===== config.mk =====
export PLATFORM = sky130hd
export DESIGN_NAME = bus_cycle_ctrl_flat
export DESIGN_NICKNAME = d
export VERILOG_FILES = /design/src/rtl/bus_cycle_ctrl_if.sv /design/src/rtl/bus_cycle_ctrl.sv /design/src/flat_wrapper.sv
export SDC_FILE = /design/constraint.sdc
export NUM_CORES = 1
export LEC_CHECK = 0
export ABC_CLOCK_PERIOD_IN_PS = 2900
export CAP_MARGIN = 20
export CORE_MARGIN = 4
export CORE_UTILIZATION = 35
export DETAILED_ROUTE_END_ITERATION = 10
export GPL_TIMING_DRIVEN = 0
export PLACE_DENSITY = 0.72
export SYNTH_ARGS = -nofsm -noshare
export SYNTH_HDL_FRONTEND = slang
export SYNTH_SLANG_ARGS = --single-unit

===== constraint.sdc =====
create_clock -name clk -period 2.9 [get_ports clk]
set_clock_uncertainty 0.1 [all_clocks]
set_input_delay 0.58 -clock clk [delete_from_list [all_inputs] [get_ports clk]]
set_output_delay 0.58 -clock clk [all_outputs]
set_load 0.01 [all_outputs]

===== src/rtl/bus_cycle_ctrl_if.sv =====
// Signal bundle between the CPU core, the external pins and bus_cycle_ctrl.
// The controller connects through the slave modport; the core/pad side uses master.
interface bus_cycle_ctrl_if;
  logic        cpu_req;
  logic        cpu_wr;
  logic        cpu_mem_io;
  logic [21:0] cpu_addr;
  logic [7:0]  cpu_wdata;
  logic        cpu_ack;
  logic [7:0]  cpu_rdata;
  logic        halt_req;
  logic        wake;
  logic        dma_req;
  logic        pin_wait;
  logic [7:0]  data_bus_in;
  logic [21:0] address_bus;
  logic        addr_oe;
  logic [7:0]  data_bus_out;
  logic        data_oe;
  logic        rd;
  logic        wr;
  logic        mem_io;
  logic        halt;
  logic        dma_ack;
  logic        bus_busy;
  logic        bus_err;

  modport slave (
    input  cpu_req, cpu_wr, cpu_mem_io, cpu_addr, cpu_wdata,
    input  halt_req, wake, dma_req, pin_wait, data_bus_in,
    output cpu_ack, cpu_rdata, address_bus, addr_oe, data_bus_out, data_oe,
    output rd, wr, mem_io, halt, dma_ack, bus_busy, bus_err
  );

  modport master (
    output cpu_req, cpu_wr, cpu_mem_io, cpu_addr, cpu_wdata,
    output halt_req, wake, dma_req, pin_wait, data_bus_in,
    input  cpu_ack, cpu_rdata, address_bus, addr_oe, data_bus_out, data_oe,
    input  rd, wr, mem_io, halt, dma_ack, bus_busy, bus_err
  );
endinterface


===== src/rtl/bus_cycle_ctrl.sv =====
// External bus cycle sequencer: setup/strobe/hold timing, DMA arbitration, halt parking.
// Optional pin_wait timeout abort is enabled by defining BUS_WAIT_TIMEOUT_EN.
module bus_cycle_ctrl #(
  parameter int SETUP_CYC    = 1,
  parameter int STROBE_CYC   = 2,
  parameter int HOLD_CYC     = 1,
  parameter int WAIT_TIMEOUT = 255
) (
  input  logic             clk,
  input  logic             arst_n,
  bus_cycle_ctrl_if.slave  bus
);

  localparam int MAX_A   = (SETUP_CYC > STROBE_CYC) ? SETUP_CYC : STROBE_CYC;
  localparam int MAX_B   = (HOLD_CYC > WAIT_TIMEOUT) ? HOLD_CYC : WAIT_TIMEOUT;
  localparam int CNT_MAX = (MAX_A > MAX_B) ? MAX_A : MAX_B;
  localparam int CNT_W   = $clog2(CNT_MAX + 1);

  typedef enum logic [2:0] {S_IDLE, S_SETUP, S_STROBE, S_HOLD, S_DMA, S_HALT} state_t;

  state_t             state, state_nx;
  logic [CNT_W-1:0]   cnt, cnt_load;
  logic               from_halt;
  logic               abort;
  logic [21:0]        addr_l;
  logic [7:0]         wdata_l;
  logic               wr_l, mem_io_l;
  logic               ack_q;
  logic [7:0]         rdata_q;
`ifdef BUS_WAIT_TIMEOUT_EN
  logic [CNT_W-1:0]   wcnt;
  logic               err_q;
`endif

  always_ff @(posedge clk or negedge arst_n) begin
    if (!arst_n) begin
      state     <= S_IDLE;
      cnt       <= '0;
      from_halt <= 1'b0;
`ifdef BUS_WAIT_TIMEOUT_EN
      wcnt      <= '0;
`endif
    end else begin
      state <= state_nx;
      if (state_nx != state)
        cnt <= cnt_load;
      else if (cnt != '0)
        cnt <= cnt - CNT_W'(1);
      // DMA remembers where it came from so it can hand the bus back to HALT
      if (state_nx == S_DMA && state != S_DMA)
        from_halt <= (state == S_HALT);
`ifdef BUS_WAIT_TIMEOUT_EN
      if (state_nx != state)
        wcnt <= '0;
      else if (state == S_STROBE && cnt == '0 && bus.pin_wait)
        wcnt <= wcnt + CNT_W'(1);
`endif
    end
  end

  always_comb begin
    state_nx = state;
    abort    = 1'b0;
    unique case (state)
      S_IDLE: begin
        if (bus.dma_req)                  state_nx = S_DMA;
        else if (bus.cpu_req && !ack_q)   state_nx = S_SETUP;
        else if (bus.halt_req)            state_nx = S_HALT;
      end
      S_SETUP:  if (cnt == '0) state_nx = S_STROBE;
      S_STROBE: begin
        if (cnt == '0) begin
          if (bus.pin_wait) begin
`ifdef BUS_WAIT_TIMEOUT_EN
            if (wcnt == CNT_W'(WAIT_TIMEOUT)) begin
              abort    = 1'b1;
              state_nx = S_IDLE;
            end
`endif
          end else begin
            state_nx = (HOLD_CYC == 0) ? S_IDLE : S_HOLD;
          end
        end
      end
      S_HOLD:   if (cnt == '0) state_nx = S_IDLE;
      S_DMA:    if (!bus.dma_req) state_nx = from_halt ? S_HALT : S_IDLE;
      S_HALT: begin
        if (bus.dma_req)   state_nx = S_DMA;
        else if (bus.wake) state_nx = S_IDLE;
      end
      default:  state_nx = S_IDLE;
    endcase
  end

  always_comb begin
    unique case (state_nx)
      S_SETUP:  cnt_load = CNT_W'(SETUP_CYC - 1);
      S_STROBE: cnt_load = CNT_W'(STROBE_CYC - 1);
      S_HOLD:   cnt_load = CNT_W'((HOLD_CYC > 0) ? HOLD_CYC - 1 : 0);
      default:  cnt_load = '0;
    endcase
  end

  always_ff @(posedge clk or negedge arst_n) begin
    if (!arst_n) begin
      addr_l   <= '0;
      wdata_l  <= '0;
      wr_l     <= 1'b0;
      mem_io_l <= 1'b0;
      ack_q    <= 1'b0;
      rdata_q  <= '0;
`ifdef BUS_WAIT_TIMEOUT_EN
      err_q    <= 1'b0;
`endif
    end else begin
      if (state == S_IDLE && state_nx == S_SETUP) begin
        addr_l   <= bus.cpu_addr;
        wdata_l  <= bus.cpu_wdata;
        wr_l     <= bus.cpu_wr;
        mem_io_l <= bus.cpu_mem_io;
      end
      ack_q <= (state == S_STROBE || state == S_HOLD) && state_nx == S_IDLE;
      if (state == S_STROBE && state_nx != S_STROBE && !wr_l)
        rdata_q <= abort ? 8'hFF : bus.data_bus_in;
`ifdef BUS_WAIT_TIMEOUT_EN
      err_q <= abort;
`endif
    end
  end

  // All outputs decode registered state only; no input reaches a pin combinationally
  always_comb begin
    bus.address_bus  = addr_l;
    bus.data_bus_out = wdata_l;
    bus.mem_io       = mem_io_l;
    bus.cpu_ack      = ack_q;
    bus.cpu_rdata    = rdata_q;
    bus.addr_oe      = 1'b0;
    bus.data_oe      = 1'b0;
    bus.rd           = 1'b0;
    bus.wr           = 1'b0;
    bus.halt         = 1'b0;
    bus.dma_ack      = 1'b0;
    bus.bus_busy     = (state != S_IDLE);
`ifdef BUS_WAIT_TIMEOUT_EN
    bus.bus_err      = err_q;
`else
    bus.bus_err      = 1'b0;
`endif
    unique case (state)
      S_SETUP, S_HOLD: begin
        bus.addr_oe = 1'b1;
        bus.data_oe = wr_l;
      end
      S_STROBE: begin
        bus.addr_oe = 1'b1;
        bus.data_oe = wr_l;
        bus.rd      = ~wr_l;
        bus.wr      = wr_l;
      end
      S_DMA: begin
        bus.dma_ack = 1'b1;
        bus.halt    = from_halt;
      end
      S_HALT:  bus.halt = 1'b1;
      default: ;
    endcase
  end

endmodule


===== src/flat_wrapper.sv =====
// flat-port wrapper written by rule: the top's interface ports become plain ports
module bus_cycle_ctrl_flat 
#(
  parameter int SETUP_CYC    = 1,
  parameter int STROBE_CYC   = 2,
  parameter int HOLD_CYC     = 1,
  parameter int WAIT_TIMEOUT = 255
)
  (clk, arst_n, bus_cpu_req, bus_cpu_wr, bus_cpu_mem_io, bus_cpu_addr, bus_cpu_wdata, bus_halt_req, bus_wake, bus_dma_req, bus_pin_wait, bus_data_bus_in, bus_cpu_ack, bus_cpu_rdata, bus_address_bus, bus_addr_oe, bus_data_bus_out, bus_data_oe, bus_rd, bus_wr, bus_mem_io, bus_halt, bus_dma_ack, bus_bus_busy, bus_bus_err);
  bus_cycle_ctrl_if bus_i ();
  input  logic clk;
  input  logic arst_n;
  input wire logic [$bits(bus_i.cpu_req)-1:0] bus_cpu_req;
  input wire logic [$bits(bus_i.cpu_wr)-1:0] bus_cpu_wr;
  input wire logic [$bits(bus_i.cpu_mem_io)-1:0] bus_cpu_mem_io;
  input wire logic [$bits(bus_i.cpu_addr)-1:0] bus_cpu_addr;
  input wire logic [$bits(bus_i.cpu_wdata)-1:0] bus_cpu_wdata;
  input wire logic [$bits(bus_i.halt_req)-1:0] bus_halt_req;
  input wire logic [$bits(bus_i.wake)-1:0] bus_wake;
  input wire logic [$bits(bus_i.dma_req)-1:0] bus_dma_req;
  input wire logic [$bits(bus_i.pin_wait)-1:0] bus_pin_wait;
  input wire logic [$bits(bus_i.data_bus_in)-1:0] bus_data_bus_in;
  output wire logic [$bits(bus_i.cpu_ack)-1:0] bus_cpu_ack;
  output wire logic [$bits(bus_i.cpu_rdata)-1:0] bus_cpu_rdata;
  output wire logic [$bits(bus_i.address_bus)-1:0] bus_address_bus;
  output wire logic [$bits(bus_i.addr_oe)-1:0] bus_addr_oe;
  output wire logic [$bits(bus_i.data_bus_out)-1:0] bus_data_bus_out;
  output wire logic [$bits(bus_i.data_oe)-1:0] bus_data_oe;
  output wire logic [$bits(bus_i.rd)-1:0] bus_rd;
  output wire logic [$bits(bus_i.wr)-1:0] bus_wr;
  output wire logic [$bits(bus_i.mem_io)-1:0] bus_mem_io;
  output wire logic [$bits(bus_i.halt)-1:0] bus_halt;
  output wire logic [$bits(bus_i.dma_ack)-1:0] bus_dma_ack;
  output wire logic [$bits(bus_i.bus_busy)-1:0] bus_bus_busy;
  output wire logic [$bits(bus_i.bus_err)-1:0] bus_bus_err;
  assign bus_i.cpu_req = bus_cpu_req;
  assign bus_i.cpu_wr = bus_cpu_wr;
  assign bus_i.cpu_mem_io = bus_cpu_mem_io;
  assign bus_i.cpu_addr = bus_cpu_addr;
  assign bus_i.cpu_wdata = bus_cpu_wdata;
  assign bus_i.halt_req = bus_halt_req;
  assign bus_i.wake = bus_wake;
  assign bus_i.dma_req = bus_dma_req;
  assign bus_i.pin_wait = bus_pin_wait;
  assign bus_i.data_bus_in = bus_data_bus_in;
  assign bus_cpu_ack = bus_i.cpu_ack;
  assign bus_cpu_rdata = bus_i.cpu_rdata;
  assign bus_address_bus = bus_i.address_bus;
  assign bus_addr_oe = bus_i.addr_oe;
  assign bus_data_bus_out = bus_i.data_bus_out;
  assign bus_data_oe = bus_i.data_oe;
  assign bus_rd = bus_i.rd;
  assign bus_wr = bus_i.wr;
  assign bus_mem_io = bus_i.mem_io;
  assign bus_halt = bus_i.halt;
  assign bus_dma_ack = bus_i.dma_ack;
  assign bus_bus_busy = bus_i.bus_busy;
  assign bus_bus_err = bus_i.bus_err;
  bus_cycle_ctrl #(.SETUP_CYC(SETUP_CYC), .STROBE_CYC(STROBE_CYC), .HOLD_CYC(HOLD_CYC), .WAIT_TIMEOUT(WAIT_TIMEOUT)) u_core (.clk(clk), .arst_n(arst_n), .bus(bus_i));
endmodule

==> metrics.md <==
| Metric | Value |
|---|---|
| DP HPWL | 4.26 mm |
| FFs w/ async S/R, synth | 1.00 |
| Gpl congestion | around 0.86 |
| Via density | 4.63 |
| Fin crit share | 0.965 |
| I/O pin count | 95 |
| Reg2Reg Capture Point | u_core.bus.address_bus[2] |
| Largest family of logic cells by synthesized area | multiplexers |
| Most frequent cells in the layout | 91 x clkdlybuf4s50_1, 53 x dfrtp_1, 30 x mux2_4 |
| Post-Route WL | 5.65 mm |
| Initial antenna violation count | 0 |
| DIE HEIGHT | between 90 and 100 microns |
| Clock Latency Late Sink | around 0.3 ns |
| Met3 GRT Util | 0.0357 |
| Clock-pin slew of the registers on the worst-case setup and hold paths | ~0.1 ns |
| Mean post-synth cell area | approximately 13 sq um |
| First-pass GRT wire length | around 9 mm |
| Critical path arrival | 2.89 ns |
| Final max-slew violation count | 0 |
| Max-Cap Viols | 0 |
| Full die area | 8570 sq um |
| Initial Util | 0.364 |
| Drt pass-1 iters | 4 |
| CTS H-Tree Depth | 2 |
| Post-synth EDFFs | 0 |
| Antenna cells | 0 |
| Main synth FF type | dfrtp_1 |
| Nets | roughly 340 |
| Post-Synth Adder-Cell Area | 0.00500 |
| FF+latch count, synth | 53 |
| Reg-to-reg startpoint | u_core.cnt[1] |
| Hold_buf cts | 0 |
| Worst VDD drop | ~0.32 mV |
| Clock buffer count from CTS | 5 |
| Drt wl/cell | 14.6 microns |
| Status | finished, final reports clean |
| Synth warn | 0 |
| Routed Antenna Nets | 0 |
| Clock tree buffer depth | 2 |
| GR peak layer | met2 |
| Final setup viols | 0 |
| Rows | 30 |
| Compound-Gate Fraction of Synth Area | 0.0475 |
| Hold Violations, Final | 0 |
| Worst Max-Slew Pin Slew | slightly above 0.6 ns |
| Chip width | 92.6 microns |
| Fmax | 357 MHz |
| Initial DRC count | 51 |
| Sequential share of the synthesized area | 0.530 |
| CORE AREA | 6870 sq um |
| GR Util met1 | 0.178 |
| Overflow after GRT | 0 |
| CP endpoint kind | flop |
| Static Leak | 1.61 nW |
| Vias in the first global route | 1768 |
| # DRC | 0 |
| Yosys cell types | 44 |
| Largest net degree at the start of global routing | 37 |
| R2R Setup Slk | 0.10 ns |
| Fin area | 3720 sq um |
| Share of layout cells above drive strength 1 | 0.254 |
| PwrDens | 1030 nW/um^2 |
| HP Class | input port to async pin |
| Mapped Cells | between 150 and 200 |
| Crit Path Class | flop to flop |
| Via count | 1790 |
| Commonest non-fill, non-tap cell in the layout | clkdlybuf4s50_1 |
| Layout area overhead | 48.7% |
| CP required | approximately 3.0 ns |
| Slew margin rel. | 0.589 |
| IO buf count | 93 |
| Synth Area in Simple Gates | 0.123 |
| CTS tree | built |
| Crit path launch type | flop |
| Tmin final | 2.80 ns |
| Fin Setup TNS | 0 ns |
| CP max FO | 10 |
| Post-synthesis mux area share | 0.233 |
| Mapped cell area | 2500 sq um |
| XOR/XNOR share of the synthesized area | 0.0140 |
| Clock root buffer | clkbuf_8 |
| Clock sink total | 53 |
| Placed instance area | 3570 sq um |
| M2 GR Usage | 0.211 |
| R2R depth | 10 |
| Syn Nets | 236 |
| All-Layer GR Usage | 0.132 |
==> logic make-up (layout without fill, tap and decap cells) <==
group | after synthesis | after routing
xor+xnor | 4 | 4
fa+ha+maj | 1 | 1
buf+inv | 14 | 117
compound gates | 18 | 18
mux | 42 | 42
flops | 53 | 53
other cells | 1 | 1
simple gates | 55 | 55
==> synth_stat cells (all sizes together) (2+ instances only) <==
cell / instances / share of area
o21ai: 2 / 0.0040
and2: 2 / 0.0050
or2: 2 / 0.0050
inv: 3 / 0.0045
buf: 7 / 0.036
nand2b: 4 / 0.010
nor2b: 4 / 0.010
dfrtp: 53 / 0.53
nand3: 4 / 0.0080
clkbuf: 4 / 0.0060
xor2: 2 / 0.0070
nor3: 6 / 0.012
nor2: 16 / 0.025
a21oi: 6 / 0.012
xnor2: 2 / 0.0070
mux2: 41 / 0.23
nand2: 6 / 0.0090
nor3b: 2 / 0.013
nor4: 2 / 0.0050
or3b: 3 / 0.011
==> report_power, final <==
part	switching, W	internal (W)	leakage, nW
logic	0.000840	0.00130	0.892
clock network	0.000236	0.000173	0.0456
registers	0.000204	0.00107	0.671
==> repair_timing <==
item,in CTS,in global routing
cloned,0,1
resized for setup,2,10
pin swaps,1,3
buffers inserted,1,2
setup endpoints to repair,39,41
==> worst max-delay path: stages (launching register included) <==
cell     delay (ns)
dfrtp_1        0.42
inv_2          0.08
ha_4           0.14
or3b_1         0.36
buf_6          0.14
or3b_4         0.44
nor2_2         0.10
a221o_1        0.16
and3_4         0.29
buf_12         0.17
mux2_4         0.30
==> how the worst max path moves through the flow <==
stage	startpoint	to	slack [ns]	cells after the start
after floorplan	u_core.cnt[0]	u_core.bus.address_bus[0]	0.13	12
after global placement	arst_n	u_core.bus.cpu_rdata[5]	-0.50	1
after detailed placement	bus_dma_req	u_core.bus.address_bus[10]	-0.26	9
after CTS	u_core.cnt[0]	u_core.bus.address_bus[11]	0.02	11
after global routing	u_core.cnt[1]	u_core.bus.address_bus[7]	-0.006	10
final	u_core.cnt[1]	u_core.bus.address_bus[2]	0.10	10
==> cell type report <==
class,instances,area [sq um]
clock inverters,2,13.8
inverters,3,11.3
flip-flops and latches,53,1330
plain buffers,8,92.6
fillers,610,3150
repair buffers,98,996
clock buffers,6,72.6
well taps,96,120
multi-input cells,121,1090
==> sequential cells by signal, indices dropped and copies added (netlist names), 3 cells and up <==
signal / cells
u_core.state: 3
u_core.bus.data_bus_out: 8
u_core.cnt: 8
u_core.bus.address_bus: 22
u_core.bus.cpu_rdata: 8
==> per-layer routing <==
layer  routed length, microns  part of all wire
met5                        0                 0
met1                     2490              0.44
met3                      347             0.061
met4                       39            0.0069
met2                     2780              0.49
==> metrics by stage <==
stage / setup slack, ns / hold slack [ns] / instances / power, W / utilization
detailed placement: -0.265 / 0.392 / 378 / 0.00336 / 0.519
global placement: -0.502 / 0.389 / 377 / 0.00331 / 0.517
CTS: 0.0157 / 0.118 / 386 / 0.00381 / 0.533
finish: 0.100 / 0.107 / 387 / 0.00383 / 0.542
global route: -0.00587 / 0.127 / 387 / 0.00410 / 0.542
floorplan: 0.125 / 0.184 / 188 / 0.00245 / -
(Power assumes the default switching activity.)
